$ cat src/rtl/alu_issue_ctrl.sv
// alu_issue_ctrl: issues one operation at a time to a combinational ALU.
// It holds the ALU inputs for an op-dependent settle time, captures the
// 64-bit result into z_hi/z_lo, and returns it over a valid/ready handshake.
// Optional build macro ALU_ISSUE_STATS_EN adds stat_ops/stat_errs counters.
module alu_issue_ctrl #(
  parameter int MUL_LAT  = 4,
  parameter int DIV_LAT  = 8,
  parameter int BASE_LAT = 1
) (
  input  logic        clk,
  input  logic        rst_n,
  input  logic        req_valid,
  output logic        req_ready,
  input  logic [4:0]  req_op,
  input  logic [31:0] req_a,
  input  logic [31:0] req_b,
  input  logic [31:0] req_brn,
  output logic [31:0] alu_in_a,
  output logic [31:0] alu_in_b,
  output logic [4:0]  alu_op_code,
  output logic [31:0] alu_brn_flag,
  input  logic [63:0] alu_out,
  output logic        resp_valid,
  input  logic        resp_ready,
  output logic [31:0] z_hi,
  output logic [31:0] z_lo,
  output logic        resp_err
`ifdef ALU_ISSUE_STATS_EN
  ,
  output logic [15:0] stat_ops,
  output logic [15:0] stat_errs
`endif
);

  localparam logic [4:0] OP_ADD = 5'b00011;
  localparam logic [4:0] OP_SUB = 5'b00100;
  localparam logic [4:0] OP_SHR = 5'b00101;
  localparam logic [4:0] OP_SHL = 5'b00110;
  localparam logic [4:0] OP_ROR = 5'b00111;
  localparam logic [4:0] OP_ROL = 5'b01000;
  localparam logic [4:0] OP_AND = 5'b01001;
  localparam logic [4:0] OP_OR  = 5'b01010;
  localparam logic [4:0] OP_MUL = 5'b01110;
  localparam logic [4:0] OP_DIV = 5'b01111;
  localparam logic [4:0] OP_NEG = 5'b10000;
  localparam logic [4:0] OP_NOT = 5'b10001;

  // Counter must hold the longest settle time of any op.
  localparam int MAX_LAT = (MUL_LAT > DIV_LAT) ?
                           ((MUL_LAT > BASE_LAT) ? MUL_LAT : BASE_LAT) :
                           ((DIV_LAT > BASE_LAT) ? DIV_LAT : BASE_LAT);
  localparam int CNT_W = $clog2(MAX_LAT + 1);

  typedef enum logic [1:0] {
    IDLE,
    EXEC,
    DONE
  } state_t;

  state_t             state;
  state_t             state_next;
  logic [CNT_W-1:0]   cnt;
  logic [CNT_W-1:0]   lat_sel;
  logic               op_legal;
  logic               req_good;

  // Decode the request: legality and settle time for the incoming op.
  always_comb begin
    op_legal = 1'b0;
    lat_sel  = CNT_W'(BASE_LAT);
    case (req_op)
      OP_ADD, OP_SUB, OP_SHR, OP_SHL, OP_ROR, OP_ROL,
      OP_AND, OP_OR, OP_NEG, OP_NOT: op_legal = 1'b1;
      OP_MUL: begin
        op_legal = 1'b1;
        lat_sel  = CNT_W'(MUL_LAT);
      end
      OP_DIV: begin
        op_legal = 1'b1;
        lat_sel  = CNT_W'(DIV_LAT);
      end
      default: op_legal = 1'b0;
    endcase
    req_good = op_legal && !((req_op == OP_DIV) && (req_b == 32'd0));
  end

  // State register; reset discards any transaction in flight.
  always_ff @(posedge clk) begin
    if (!rst_n) state <= IDLE;
    else        state <= state_next;
  end

  // Next-state logic and handshake outputs derived from the current state.
  always_comb begin
    state_next = state;
    req_ready  = 1'b0;
    resp_valid = 1'b0;
    case (state)
      IDLE: begin
        req_ready = 1'b1;
        if (req_valid) state_next = req_good ? EXEC : DONE;
      end
      EXEC: begin
        if (cnt == CNT_W'(1)) state_next = DONE;
      end
      DONE: begin
        resp_valid = 1'b1;
        if (resp_ready) state_next = IDLE;
      end
      default: state_next = IDLE;
    endcase
  end

  // Datapath: latch ALU inputs on a good request, count down, capture result.
  always_ff @(posedge clk) begin
    if (!rst_n) begin
      alu_in_a     <= '0;
      alu_in_b     <= '0;
      alu_op_code  <= '0;
      alu_brn_flag <= '0;
      cnt          <= '0;
      z_hi         <= '0;
      z_lo         <= '0;
      resp_err     <= 1'b0;
    end else begin
      case (state)
        IDLE: begin
          if (req_valid && req_good) begin
            alu_in_a     <= req_a;
            alu_in_b     <= req_b;
            alu_op_code  <= req_op;
            alu_brn_flag <= req_brn;
            cnt          <= lat_sel;
          end else if (req_valid) begin
            z_hi     <= '0;
            z_lo     <= '0;
            resp_err <= 1'b1;
          end
        end
        EXEC: begin
          cnt <= cnt - CNT_W'(1);
          if (cnt == CNT_W'(1)) begin
            z_hi     <= alu_out[63:32];
            z_lo     <= alu_out[31:0];
            resp_err <= 1'b0;
          end
        end
        default: begin
        end
      endcase
    end
  end

`ifdef ALU_ISSUE_STATS_EN
  // Count completed response handshakes, split by error status.
  always_ff @(posedge clk) begin
    if (!rst_n) begin
      stat_ops  <= '0;
      stat_errs <= '0;
    end else if (state == DONE && resp_ready) begin
      if (resp_err) stat_errs <= stat_errs + 16'd1;
      else          stat_ops  <= stat_ops + 16'd1;
    end
  end
`endif

endmodule

$ cat config.mk
export PLATFORM = sky130hd
export DESIGN_NAME = alu_issue_ctrl
export DESIGN_NICKNAME = d
export VERILOG_FILES = /design/src/rtl/alu_issue_ctrl.sv
export SDC_FILE = /design/constraint.sdc
export NUM_CORES = 1
export LEC_CHECK = 0
export BUFFER_PORTS_ARGS = -buffer_cell sky130_fd_sc_hd__buf_2
export CAP_MARGIN = 20
export CELL_PAD_IN_SITES_DETAIL_PLACEMENT = 0
export CELL_PAD_IN_SITES_GLOBAL_PLACEMENT = 1
export CORE_MARGIN = 2
export CORE_UTILIZATION = 33
export CTS_CLUSTER_SIZE = 28
export DETAILED_ROUTE_END_ITERATION = 10
export PLACE_DENSITY_LB_ADDON = 0.1
export SYNTH_ARGS = -nofsm -noshare
export SYNTH_HDL_FRONTEND = slang
export SYNTH_SLANG_ARGS = --single-unit
$ cat constraint.sdc
create_clock -name clk -period 2.5 [get_ports clk]
set_clock_uncertainty 0.15 [all_clocks]
set_input_delay 0.5 -clock clk [delete_from_list [all_inputs] [get_ports clk]]
set_output_delay 0.5 -clock clk [all_outputs]
set_load 0.01 [all_outputs]
==> impl_summary.log, run 1 <==
[metrics] TritonCTS clock tree: yes
[metrics] Die Span Y: between 150 and 200 microns
[metrics] peak ir drop on the vdd network: 0.413 mV
[metrics] Distinct cells, synth: 36
[metrics] Min Clock Period, post-route: 2.24 ns
[metrics] layout overhead on the synthesized area: 38.9%
[metrics] clock latency on the worst-skew pair: 0.42 ns
[metrics] leading cell types by total area after synthesis: sky130_fd_sc_hd__dfxtp_1, sky130_fd_sc_hd__nand3_1, sky130_fd_sc_hd__mux2i_1
[metrics] worst path arrival time: 2.45 ns
[metrics] Rows: 53
[metrics] Synth Instances: 822
[metrics] final net count: ~1,300
[metrics] wire length per cell: 16.1 microns
[metrics] most common library cell in the layout ignoring fill and taps: sky130_fd_sc_hd__buf_2
[metrics] Post-Syn Nets: 993
[metrics] drt drc: 0
[metrics] outcome: completed
[metrics] endpoint class of the critical path: flip-flop
[metrics] fraction of final layout cells with drive strength greater than 1: 36.6%
[metrics] pin count of the biggest net entering global routing: 131
[metrics] leakage power summed over all cells: 4.31 nW
[metrics] Port-buffer cells: 336
[metrics] average cell area after synthesis: 8.56 sq um
[metrics] hold-fix buffers at CTS: 0
[metrics] Detailed Route WL: 22.9 mm
[metrics] Max transition margin: 65.6%
[metrics] post-synthesis cell area: 0.00704 sq mm
[metrics] number of warnings printed during yosys synthesis: 0
[metrics] initial cell density of the core: 33.6%
[metrics] Routability Congestion: 0.793
[metrics] Non-Filler Instances: 1,424
[metrics] Post-Place Cells: between 1,000 and 1,500
[metrics] Num CTS Buffers: 17
[metrics] routed via count divided by cell count: between 4 and 5
[metrics] area of the die: 0.0225 sq mm
[metrics] area of the core: 0.0210 sq mm
[metrics] number of pins exceeding their max-slew limit in the final report: 0
[metrics] worst slack at placement: -0.176 ns
[metrics] Remaining Overflow, GRT: 0
[metrics] Initial DRT Pass Iterations: 4
[metrics] slew at the pin closest to its max-slew limit: 0.516 ns
[metrics] global-route wire length before repair: 35.4 mm
[metrics] post-detailed-placement half-perimeter wirelength: 15.4 mm
[metrics] CTS max path bufs: 2
[metrics] final number of setup-violating endpoints: 0
[metrics] Clock Sinks: 172
[metrics] Worst Setup Path Type: input pin to flip-flop
[metrics] number of top-level design ports: between 300 and 400
[metrics] maximum capacitance violations: 0
[metrics] number of antenna violations at the first check in global routing: 2
[metrics] FF+latch count, synth: 172
[metrics] post-cts sizing count: 0
[metrics] maximum level of the CTS H-tree: 4
[metrics] part of the Yosys area used for sequential elements: 48.9%
[metrics] Worst Hold Class: input pin to flip-flop
[metrics] required arrival time at the worst endpoint: 2.70 ns
[metrics] crit start category: input pin
[metrics] total routing usage reported by global routing: 19.6%
[metrics] PnR worst setup slack: 0.257 ns
[metrics] vias in the first global route: 6,725
[metrics] First DRT Iteration DRCs: 361
[metrics] unrepaired setup endpoints after global routing: false
[metrics] critical-path maximum fanout: 17
[metrics] Power Dens Cells: 663 mW/mm^2
[metrics] cell type contributing the most total cell area after synthesis: sky130_fd_sc_hd__dfxtp_1
[metrics] Final Hold Vio Count: 0
[metrics] Post-DRT Antenna Nets: 0
[metrics] post-CTS setup buffer count: 0
[metrics] fmax: 446 MHz
[metrics] top library cells by usage in the layout, fill and taps aside: sky130_fd_sc_hd__buf_2, sky130_fd_sc_hd__dfxtp_1, sky130_fd_sc_hd__nand3_1
[metrics] cell chosen for the clock root: sky130_fd_sc_hd__clkbuf_16
[metrics] clock-pin slew reported for the worst setup and hold paths after clock tree synthesis: 0.07 ns
[metrics] vias after detailed routing: 7,069
[metrics] top-area cell type share of the netlist area: 48.9%
[metrics] Die Width: 150 microns
[metrics] fin crit share: ~90%
## worst max-delay path, cell delays in order
cell and delay (ns):
sky130_fd_sc_hd__buf_2 0.11, sky130_fd_sc_hd__nor4_1 0.40, sky130_fd_sc_hd__buf_4 0.18, sky130_fd_sc_hd__nand4_1 0.13
sky130_fd_sc_hd__or3_4 0.43, sky130_fd_sc_hd__a21boi_4 0.17, sky130_fd_sc_hd__buf_12 0.16, sky130_fd_sc_hd__buf_12 0.17
sky130_fd_sc_hd__mux2i_1 0.20
## routing by layer
| metal | part of all wire (%) | up-vias | GRT usage, % |
|---|---|---|---|
| met5 | 0 | - | 0 |
| met2 | 45 | 234 | 30.4 |
| met3 | 7.9 | 38 | 6.46 |
| met4 | 2.6 | 0 | 7.92 |
| li1 | - | 3528 | - |
| met1 | 44 | 3269 | 25.2 |
## state kept, by name, summed over array words and instances, names as in the netlist, 2 cells and up
signal	cells
alu_brn_flag	32
alu_in_b	32
state	2
cnt	4
z_hi	32
z_lo	32
alu_in_a	32
alu_op_code	5
## power by group
group	total, W	switching (W)	internal [W]
sequential	0.00292	0.0000590	0.00286
combinational	0.000977	0.000535	0.000442
clock	0.00259	0.00124	0.00135
## layout make-up
type                       instances  area (sq um)
antenna                            2          5.00
timing repair buffer             380          2240
sequential                       172          3440
fill                            2157         11200
clock buffer                      18           439
multi-input combinational        558          3160
tap                              275           344
clock inverter                    14           123
inverter                           5          20.0
## path summary, 6_finish.rpt
check / startpoint / end / slack, ns / depth (start not counted)
setup / recovery: req_b[31] / z_lo[7] / 0.26 / 9
hold / removal: req_a[5] / alu_in_a[5] / 0.16 / 3
setup reg to reg: state[0] / z_lo[7] / 0.55 / 6
hold reg to reg: z_hi[2] / z_hi[2] / 0.30 / 2
## cell families (layout without fill, tap and decap cells)
group | count (synthesis) | count (layout) | synth area share, %
compound gates | 221 | 221 | 16.4
xor+xnor | 2 | 2 | 0.249
fa+ha+maj | 2 | 2 | 0.356
buf+inv | 92 | 417 | 6.60
flops | 172 | 172 | 48.9
mux | 64 | 64 | 9.10
other cells | 0 | 2 | 0
simple gates | 269 | 269 | 18.3
## synth_stat cells
master and number:
sky130_fd_sc_hd__o221a_2 1, sky130_fd_sc_hd__a21oi_1 106, sky130_fd_sc_hd__a211o_1 1, sky130_fd_sc_hd__buf_8 1, sky130_fd_sc_hd__o211ai_1 2, sky130_fd_sc_hd__a32oi_1 1, sky130_fd_sc_hd__and3_1 1, sky130_fd_sc_hd__mux2i_1 64
sky130_fd_sc_hd__nand2b_1 5, sky130_fd_sc_hd__and4b_1 1, sky130_fd_sc_hd__a21boi_4 1, sky130_fd_sc_hd__nand3_1 168, sky130_fd_sc_hd__buf_1 2, sky130_fd_sc_hd__nor4_1 9, sky130_fd_sc_hd__xor2_1 2, sky130_fd_sc_hd__o21a_1 1
sky130_fd_sc_hd__a211oi_2 1, sky130_fd_sc_hd__ha_1 2, sky130_fd_sc_hd__dfxtp_1 172, sky130_fd_sc_hd__clkbuf_1 60, sky130_fd_sc_hd__nand2_1 69, sky130_fd_sc_hd__nor3_2 1, sky130_fd_sc_hd__or3_1 1, sky130_fd_sc_hd__a31oi_1 2
sky130_fd_sc_hd__nand4_1 2, sky130_fd_sc_hd__nor2_1 7, sky130_fd_sc_hd__buf_12 5, sky130_fd_sc_hd__buf_2 18, sky130_fd_sc_hd__nor2b_1 4, sky130_fd_sc_hd__nor3_1 1, sky130_fd_sc_hd__clkinv_1 1, sky130_fd_sc_hd__inv_1 4
sky130_fd_sc_hd__a221oi_1 1, sky130_fd_sc_hd__o21ai_0 103, sky130_fd_sc_hd__a21o_1 1, sky130_fd_sc_hd__buf_4 1
## through the flow
stage	TNS [ns]	total power, W	cell area [sq um]	hold WS (ns)	util [%]
6_report	0	0.00648	9770	0.165	46.6
3_3_place_gp	-16.35	0.00396	9200	0.289	43.9
3_5_place_dp	-15.84	0.00396	9200	0.294	43.9
2_1_floorplan	0	0.00354	7040	0.327	-
4_1_cts	0	0.00659	9770	0.139	46.6
5_1_grt	0	0.00680	9770	0.147	46.6
(Power assumes the default switching activity.)
==> inputs of run 2 (changes only) <==
--- a/config.mk
+++ b/config.mk
@@ -14,6 +14,7 @@
 export CTS_CLUSTER_SIZE = 28
 export DETAILED_ROUTE_END_ITERATION = 10
 export PLACE_DENSITY_LB_ADDON = 0.1
+export RECOVER_POWER = 50
 export SYNTH_ARGS = -nofsm -noshare
 export SYNTH_HDL_FRONTEND = slang
 export SYNTH_SLANG_ARGS = --single-unit
==> run 2 against run 1 <==
Compared with the run above:
- utilization down 1.0 points
- critical path depth did not move
- global-route usage unchanged
- via count grew 0.23%
- cell count unchanged
- setup slack lost 0.021 ns
- non-clock buffer count unchanged
- sequential power about the same
- power is 0.43% lower
- die area is the same
- highest routed layer unchanged
==> impl_summary.log, run 2 (synthesis results as in run 1) <==
[metrics] met1 usage: 25.2% (unchanged)
[metrics] Worst Setup Path Type: input pin to flip-flop (unchanged)
[metrics] outcome: completed (unchanged)
[metrics] unrepaired setup endpoints after global routing: false (unchanged)
[metrics] post-detailed-placement half-perimeter wirelength: 15.4 mm (unchanged)
[metrics] fraction of the core area covered by cells at the end of the flow: 45.6% (was 46.6%)
[metrics] Die Span Y: 150 microns (unchanged)
[metrics] Routability Congestion: 0.793 (unchanged)
[metrics] crit start category: input pin (unchanged)
[metrics] Die Width: 150 microns (unchanged)
[metrics] critical-path maximum fanout: 17 (unchanged)
[metrics] Remaining Overflow, GRT: 0 (unchanged)
[metrics] clock-pin slew reported for the worst setup and hold paths after clock tree synthesis: 0.08 ns (was 0.07 ns)
[metrics] First DRT Iteration DRCs: 341 (was 361)
[metrics] number of top-level design ports: 337 (unchanged)
[metrics] cell depth of the worst hold path: 3 (unchanged)
[metrics] Min Clock Period, post-route: 2.26 ns (was 2.24 ns)
[metrics] top library cells by usage in the layout, fill and taps aside: sky130_fd_sc_hd__dfxtp_1, sky130_fd_sc_hd__nand3_1, sky130_fd_sc_hd__clkbuf_1 (was sky130_fd_sc_hd__buf_2, sky130_fd_sc_hd__dfxtp_1, sky130_fd_sc_hd__nand3_1)
[metrics] most congested layer reported by global routing: met2 (unchanged)
[metrics] drt drc: 0 (unchanged)
[metrics] number of pins exceeding their max-slew limit in the final report: 0 (unchanged)
[metrics] global-route wire length before repair: 35.4 mm (unchanged)
[metrics] routing usage on met3: 6.46% (unchanged)
[metrics] wire length per cell: 16.1 microns (about the same)
[metrics] worst hold path startpoint: req_a[5] (unchanged)
[metrics] cell chosen for the clock root: sky130_fd_sc_hd__clkbuf_16 (unchanged)
[metrics] worst path arrival time: 2.47 ns (was 2.45 ns)
[metrics] maximum level of the CTS H-tree: 4 (unchanged)
[metrics] hold-fix buffers at CTS: 0 (unchanged)
[metrics] clock latency on the worst-skew pair: 0.42 ns (about the same)
[metrics] Clock Sinks: 172 (unchanged)
[metrics] Detailed Route WL: 23.0 mm (was 22.9 mm)
[metrics] required arrival time at the worst endpoint: 2.71 ns (was 2.70 ns)
[metrics] post-CTS setup buffer count: 0 (unchanged)
[metrics] layout overhead on the synthesized area: 35.8% (was 38.9%)
[metrics] Worst Reg-to-Reg Cells: 6 (unchanged)
[metrics] Logic pwr share: 14.7% (was 15.1%)
[metrics] Power Dens Cells: 675 mW/mm^2 (was 663 mW/mm^2)
[metrics] total routing usage reported by global routing: 19.6% (unchanged)
[metrics] routed via count divided by cell count: 4.98 (was 4.96)
[metrics] net switching share of the total power: 28.5% (was 28.3%)
[metrics] fmax: 442 MHz (was 446 MHz)
[metrics] most common library cell in the layout ignoring fill and taps: sky130_fd_sc_hd__dfxtp_1 (was sky130_fd_sc_hd__buf_2)
[metrics] pin count of the biggest net entering global routing: 131 (unchanged)
[metrics] CTS max path bufs: 2 (unchanged)
[metrics] grt met2 use: 30.4% (unchanged)
[metrics] endpoint class of the critical path: flip-flop (unchanged)
[metrics] Worst Hold Class: input pin to flip-flop (unchanged)
[metrics] final number of setup-violating endpoints: 0 (unchanged)
[metrics] Int Power: 0.00462 W (was 0.00465 W)
[metrics] Post-DRT Antenna Nets: 0 (unchanged)
[metrics] total negative setup slack: 0 ns (unchanged)
[metrics] final net count: 1,305 (unchanged)
[metrics] reg2reg setup slack: 0.56 ns (was 0.55 ns)
[metrics] net load switching power: 0.00184 W (was 0.00183 W)
[metrics] number of antenna violations at the first check in global routing: 2 (unchanged)
[metrics] area of the die: 0.0225 sq mm (unchanged)
[metrics] Final Hold Vio Count: 0 (unchanged)
[metrics] Initial DRT Pass Iterations: 4 (unchanged)
[metrics] Rows: 53 (unchanged)
[metrics] portion of total power attributed to the clock network: 40.1% (was 39.9%)
[metrics] Num CTS Buffers: 17 (unchanged)
[metrics] reg2reg start: state[0] (unchanged)
[metrics] slew at the pin closest to its max-slew limit: 0.516 ns (about the same)
[metrics] Port-buffer cells: 336 (unchanged)
[metrics] end of the worst register-to-register path: z_lo[26] (was z_lo[7])
[metrics] post-cts sizing count: 0 (unchanged)
[metrics] fraction of final layout cells with drive strength greater than 1: 21.9% (was 36.6%)
[metrics] Max transition margin: 65.6% (about the same)
[metrics] peak ir drop on the vdd network: 0.412 mV (was 0.413 mV)
[metrics] fin crit share: 90.5% (was 89.7%)
[metrics] vias in the first global route: 6,725 (unchanged)
[metrics] vias after detailed routing: 7,085 (was 7,069)
[metrics] area of the core: 0.0210 sq mm (unchanged)
[metrics] maximum capacitance violations: 0 (unchanged)
[metrics] initial cell density of the core: 33.6% (unchanged)
[metrics] power share of the sequential group: 45.3% (was 45.0%)
[metrics] TritonCTS clock tree: yes (unchanged)
[metrics] hold endpoint: alu_in_a[5] (unchanged)
[metrics] leakage power summed over all cells: 3.59 nW (was 4.31 nW)
==> run 2: cell count changes in the layout (fill, tap and decap cells not counted), sizes merged <==
cell / change
buf: -168
clkbuf: +168
==> run 2: area by class of cell <==
cell class | count | area, sq um
clock buffers | 18 | 439
clock inverters | 14 | 123
multi-input cells | 558 | 3150
repair buffers | 380 | 2030
fillers | 2244 | 11400
flip-flops and latches | 172 | 3440
well taps | 275 | 344
inverters | 5 | 20.0
diodes | 2 | 5.00
==> run 2: how the worst max path moves through the flow <==
stage	startpoint	end	slack [ns]	cells past startpoint
floorplan	req_b[31]	z_lo[13]	0.26	8
global placement	req_b[31]	z_lo[22]	-0.15	9
detailed placement	req_b[31]	z_lo[13]	-0.18	9
CTS	req_b[31]	z_lo[7]	0.28	9
global route	req_b[31]	z_lo[6]	0.17	9
finish	req_b[31]	z_lo[26]	0.24	9
==> run 2: per-layer routing <==
| layer | up-vias | share of wire [%] |
|---|---|---|
| li1 | 3524 | - |
| met1 | 3288 | 44 |
| met2 | 236 | 45 |
| met3 | 37 | 8.0 |
| met4 | 0 | 2.6 |
| met5 | - | 0 |
==> run 2: critical path, cell delays in order <==
cell,delay [ns]
sky130_fd_sc_hd__buf_2,0.11
sky130_fd_sc_hd__nor4_1,0.39
sky130_fd_sc_hd__buf_4,0.18
sky130_fd_sc_hd__nand4_1,0.12
sky130_fd_sc_hd__or3_1,0.44
sky130_fd_sc_hd__a21boi_4,0.18
sky130_fd_sc_hd__buf_12,0.16
sky130_fd_sc_hd__buf_12,0.17
sky130_fd_sc_hd__mux2i_1,0.20
==> run 2: power groups by stage <==
stage | Clock [W] | Sequential [W] | Combinational [W]
finish | 0.00259 | 0.00292 | 0.000946
floorplan | 0 | 0.00303 | 0.000514
detailed placement | 0 | 0.00298 | 0.000984
CTS | 0.00268 | 0.00292 | 0.000988
global placement | 0 | 0.00298 | 0.000984
global route | 0.00279 | 0.00294 | 0.00105
==> run 2: stage by stage <==
step / total power (W) / hold slack (ns) / instance area (sq um) / worst slack, ns / std cells
floorplan: 0.00354 / 0.327 / 7040 / 0.262 / 822
global placement: 0.00396 / 0.289 / 9200 / -0.154 / 1390
detailed placement: 0.00396 / 0.294 / 9200 / -0.176 / 1390
CTS: 0.00659 / 0.139 / 9770 / 0.279 / 1422
global route: 0.00677 / 0.147 / 9560 / 0.174 / 1424
finish: 0.00645 / 0.165 / 9560 / 0.237 / 1424
==> inputs of run 3 (changes only) <==
--- a/config.mk
+++ b/config.mk
@@ -5,12 +5,12 @@
 export SDC_FILE = /design/constraint.sdc
 export NUM_CORES = 1
 export LEC_CHECK = 0
+export ABC_AREA = 1
 export BUFFER_PORTS_ARGS = -buffer_cell sky130_fd_sc_hd__buf_2
 export CAP_MARGIN = 20
 export CELL_PAD_IN_SITES_DETAIL_PLACEMENT = 0
 export CELL_PAD_IN_SITES_GLOBAL_PLACEMENT = 1
-export CORE_MARGIN = 2
-export CORE_UTILIZATION = 33
+export CORE_UTILIZATION = 32
 export CTS_CLUSTER_SIZE = 28
 export DETAILED_ROUTE_END_ITERATION = 10
 export PLACE_DENSITY_LB_ADDON = 0.1
==> run 3 against run 2 <==
Compared with the run above:
- global-route usage is 1.3 points higher
- power rose by 4.7%
- combinational power increased by 7%
- critical path depth up 1
- flip-flop and latch count did not move
- via count shrank 1.4%
- hold slack improved by 0.022 ns
- fmax grew 14%
- largest power group unchanged
==> impl_summary.log, run 3 <==
[metrics] outcome: completed (unchanged)
[metrics] final number of setup-violating endpoints: 0 (unchanged)
[metrics] wire length per cell: 16.2 microns (was 16.1 microns)
[metrics] Power Dens Cells: 753 mW/mm^2 (was 675 mW/mm^2)
[metrics] synthesized-area fraction occupied by and/or/nand/nor cells: 28.1% (was 18.3%)
[metrics] highest routed layer: met5 (was met4)
[metrics] critical-path maximum fanout: 65 (was 17)
[metrics] number of warnings printed during yosys synthesis: 0 (unchanged)
[metrics] fraction of the core area covered by cells at the end of the flow: 43.9% (was 45.6%)
[metrics] total negative setup slack: 0 ns (unchanged)
[metrics] Distinct cells, synth: 22 (was 36)
[metrics] Rows: 52 (was 53)
[metrics] top-area cell type share of the netlist area: 51.2% (was 48.9%)
[metrics] cell with the largest stage delay on the worst path: sky130_fd_sc_hd__dfxtp_1 (was sky130_fd_sc_hd__or3_1)
[metrics] Max transition margin: 53.0% (was 65.6%)
[metrics] fmax: 505 MHz (was 442 MHz)
[metrics] final net count: 1,312 (was 1,305)
[metrics] Worst Hold Class: input pin to flip-flop (unchanged)
[metrics] part of the Yosys area used for sequential elements: 51.2% (was 48.9%)
[metrics] mux share of post-synthesis cell area: 0% (was 9.10%)
[metrics] worst path arrival time: 2.12 ns (was 2.47 ns)
[metrics] Synth Instances: 856 (was 822)
[metrics] vias in the first global route: 6,616 (was 6,725)
[metrics] Initial DRT Pass Iterations: 4 (unchanged)
[metrics] top post-synthesis cells by count: sky130_fd_sc_hd__nand2_1, sky130_fd_sc_hd__dfxtp_1, sky130_fd_sc_hd__a21oi_1 (was sky130_fd_sc_hd__dfxtp_1, sky130_fd_sc_hd__nand3_1, sky130_fd_sc_hd__a21oi_1)
[metrics] post-cts sizing count: 0 (unchanged)
[metrics] Routability Congestion: 0.772 (was 0.793)
[metrics] number of synthesized flops with an enable pin: 0 (unchanged)
[metrics] required arrival time at the worst endpoint: 2.64 ns (was 2.71 ns)
[metrics] multi-input gate area in the final layout: 0.00282 sq mm (was 0.00315 sq mm)
[metrics] First DRT Iteration DRCs: 323 (was 341)
[metrics] Min Clock Period, post-route: 1.98 ns (was 2.26 ns)
[metrics] cell type contributing the most total cell area after synthesis: sky130_fd_sc_hd__dfxtp_1 (unchanged)
[metrics] Buffers & Inverters on Critical Path: 3 (was 4)
[metrics] CTS max path bufs: 2 (unchanged)
[metrics] Worst Setup Path Type: flip-flop to flip-flop (was input pin to flip-flop)
[metrics] WL met3: 1.89 mm (was 1.83 mm)
[metrics] Final Power: 0.00676 W (was 0.00645 W)
[metrics] pin count of the biggest net entering global routing: 102 (was 131)
[metrics] hold-fix buffers at CTS: 0 (unchanged)
[metrics] vias after detailed routing: 6,985 (was 7,085)
[metrics] clock-pin slew reported for the worst setup and hold paths after clock tree synthesis: 0.07 ns (was 0.08 ns)
[metrics] Worst Hold Margin: 0.188 ns (was 0.165 ns)
[metrics] maximum level of the CTS H-tree: 4 (unchanged)
[metrics] cells along the critical path: inv_1, nand2_2, inv_2, o21ai_1, nand2_1, nor2_1, nand2_2, buf_12, nand2_1, a21oi_1 (was buf_2, nor4_1, buf_4, nand4_1, or3_1, a21boi_4, buf_12, buf_12, mux2i_1)
[metrics] endpoint class of the critical path: flip-flop (unchanged)
[metrics] Synth Flop Type: sky130_fd_sc_hd__dfxtp_1 (unchanged)
[metrics] Final Hold Vio Count: 0 (unchanged)
[metrics] async set-or-reset flop fraction in the synthesized netlist: 0% (unchanged)
[metrics] Port-buffer cells: 336 (unchanged)
[metrics] fraction of final layout cells with drive strength greater than 1: 19.5% (was 21.9%)
[metrics] maximum capacitance violations: 0 (unchanged)
[metrics] area of the core: 0.0204 sq mm (was 0.0210 sq mm)
[metrics] routed via count divided by cell count: 4.91 (was 4.98)
[metrics] Clock Sinks: 172 (unchanged)
[metrics] dominant delay contributor by cell family on the critical path: simple AND/OR/NAND/NOR gates (unchanged)
[metrics] slew at the pin closest to its max-slew limit: 0.705 ns (was 0.516 ns)
[metrics] most common library cell in the layout ignoring fill and taps: sky130_fd_sc_hd__nand2_1 (was sky130_fd_sc_hd__dfxtp_1)
[metrics] cell chosen for the clock root: sky130_fd_sc_hd__clkbuf_16 (unchanged)
[metrics] number of antenna violations at the first check in global routing: 2 (unchanged)
[metrics] compound-gate portion of the synthesized area: 13.0% (was 16.4%)
[metrics] largest family of logic cells by synthesized area: simple AND/OR/NAND/NOR gates (unchanged)
[metrics] Detailed Route WL: 23.1 mm (was 23.0 mm)
[metrics] Remaining Overflow, GRT: 0 (unchanged)
[metrics] clock latency on the worst-skew pair: 0.41 ns (was 0.42 ns)
[metrics] unrepaired setup endpoints after global routing: false (unchanged)
[metrics] Post-DRT Antenna Nets: 0 (unchanged)
[metrics] average cell area after synthesis: 7.85 sq um (was 8.56 sq um)
[metrics] initial cell density of the core: 32.9% (was 33.6%)
[metrics] number of pins exceeding their max-slew limit in the final report: 0 (unchanged)
[metrics] fillcell total: 2,167 (was 2,244)
[metrics] area taken by flip-flops and latches: 0.00344 sq mm (unchanged)
[metrics] post-synthesis cell area: 0.00672 sq mm (was 0.00704 sq mm)
[metrics] highest cell delay on the worst timing path: 0.42 ns (was 0.44 ns)
[metrics] Post-Syn Nets: 1,027 (was 993)
[metrics] global-route wire length before repair: 35.9 mm (was 35.4 mm)
[metrics] TritonCTS clock tree: yes (unchanged)
[metrics] Met1 Wirelength: 9.83 mm (was 10.1 mm)
[metrics] DR WL met2: 11.1 mm (was 10.4 mm)
[metrics] top library cells by usage in the layout, fill and taps aside: sky130_fd_sc_hd__nand2_1, sky130_fd_sc_hd__dfxtp_1, sky130_fd_sc_hd__a21oi_1 (was sky130_fd_sc_hd__dfxtp_1, sky130_fd_sc_hd__nand3_1, sky130_fd_sc_hd__clkbuf_1)
[metrics] post-synthesis adder-cell area fraction: 0.372% (was 0.356%)
[metrics] post-CTS setup buffer count: 0 (unchanged)
[metrics] total routing usage reported by global routing: 20.9% (was 19.6%)
[metrics] post-detailed-placement half-perimeter wirelength: 14.8 mm (was 15.4 mm)
[metrics] area of the die: 0.0216 sq mm (was 0.0225 sq mm)
[metrics] leakage power summed over all cells: 3.32 nW (was 3.59 nW)
[metrics] leading cell types by total area after synthesis: sky130_fd_sc_hd__dfxtp_1, sky130_fd_sc_hd__a21oi_1, sky130_fd_sc_hd__nand2_1 (was sky130_fd_sc_hd__dfxtp_1, sky130_fd_sc_hd__nand3_1, sky130_fd_sc_hd__mux2i_1)
[metrics] fin crit share: 79.1% (was 90.5%)
[metrics] peak ir drop on the vdd network: 0.484 mV (was 0.412 mV)
[metrics] parity-gate share of the synthesized area counting xor and xnor cells: 0% (was 0.249%)
[metrics] Num CTS Buffers: 17 (unchanged)
[metrics] FF+latch count, synth: 172 (unchanged)
[metrics] drt drc: 0 (unchanged)
[metrics] Die Width: 147 microns (was 150 microns)
[metrics] layout overhead on the synthesized area: 33.5% (was 35.8%)
[metrics] most frequently used cell type in the post-synthesis netlist: sky130_fd_sc_hd__nand2_1 (was sky130_fd_sc_hd__dfxtp_1)
[metrics] number of top-level design ports: 337 (unchanged)
[metrics] Die Span Y: 147 microns (was 150 microns)
[metrics] crit start category: flip-flop (was input pin)
==> run 3: changes by cell type in the layout (fill, tap and decap cells not counted), sizes merged, moves of 11 or more <==
cell and delta:
nor2 +20, nand3 -95, mux2i -64, a21oi +64, buf -31, o21ai -98, nand4 +101, inv +11
nand2 +127
==> run 3: stage by stage <==
stage          instances  area [sq um]  worst slack [ns]
6_report            1424          8970             0.521
4_1_cts             1423          9180             0.495
3_3_place_gp        1392          8560             0.198
2_1_floorplan        856          6720             0.711
3_5_place_dp        1392          8560             0.206
5_1_grt             1423          8970             0.284
==> run 3: layer usage <==
layer | vias to the layer above | global-route usage [%]
met5 | - | 0
met4 | 2 | 6.39
met3 | 19 | 6.93
met2 | 235 | 34.0
met1 | 3208 | 26.3
li1 | 3521 | -
==> run 3: logic make-up (layout without fill, tap and decap cells) <==
logic type | after synthesis | in the layout
simple gates | 403 | 403
compound gates | 175 | 175
flops | 172 | 172
buf+inv | 104 | 401
fa+ha+maj | 2 | 2
other cells | 0 | 1
==> run 3: cell type report <==
class / instances / area share (%)
sequential: 172 / 38.4
tap: 270 / 3.77
timing repair buffer: 348 / 18.5
antenna: 1 / 0.0279
inverter: 22 / 0.948
multi-input combinational: 580 / 31.4
clock buffer: 20 / 5.20
clock inverter: 11 / 1.74
==> run 3: final timing paths <==
| kind | endpoint | depth (start not counted) | startpoint | slack (ns) |
|---|---|---|---|---|
| worst max-delay path | z_lo[28] | 10 | state[1] | 0.52 |
| worst min-delay path | z_lo[19] | 3 | alu_out[19] | 0.19 |
| worst max register to register | z_lo[28] | 10 | state[1] | 0.52 |
| worst min register to register | resp_err | 2 | resp_err | 0.31 |
==> run 3: worst register-to-register path: cells and delay by family (launching register included) <==
kind	cells	cell delay [ns]
and+or+nand+nor	5	0.68
AOI/OAI and AO/OA	2	0.19
DFF	1	0.42
buffers and inverters	3	0.41
==> run 3: report_power, final <==
group	internal (W)	switching, W
sequential	0.00286	0.0000658
clock	0.00166	0.00115
combinational	0.000338	0.000673
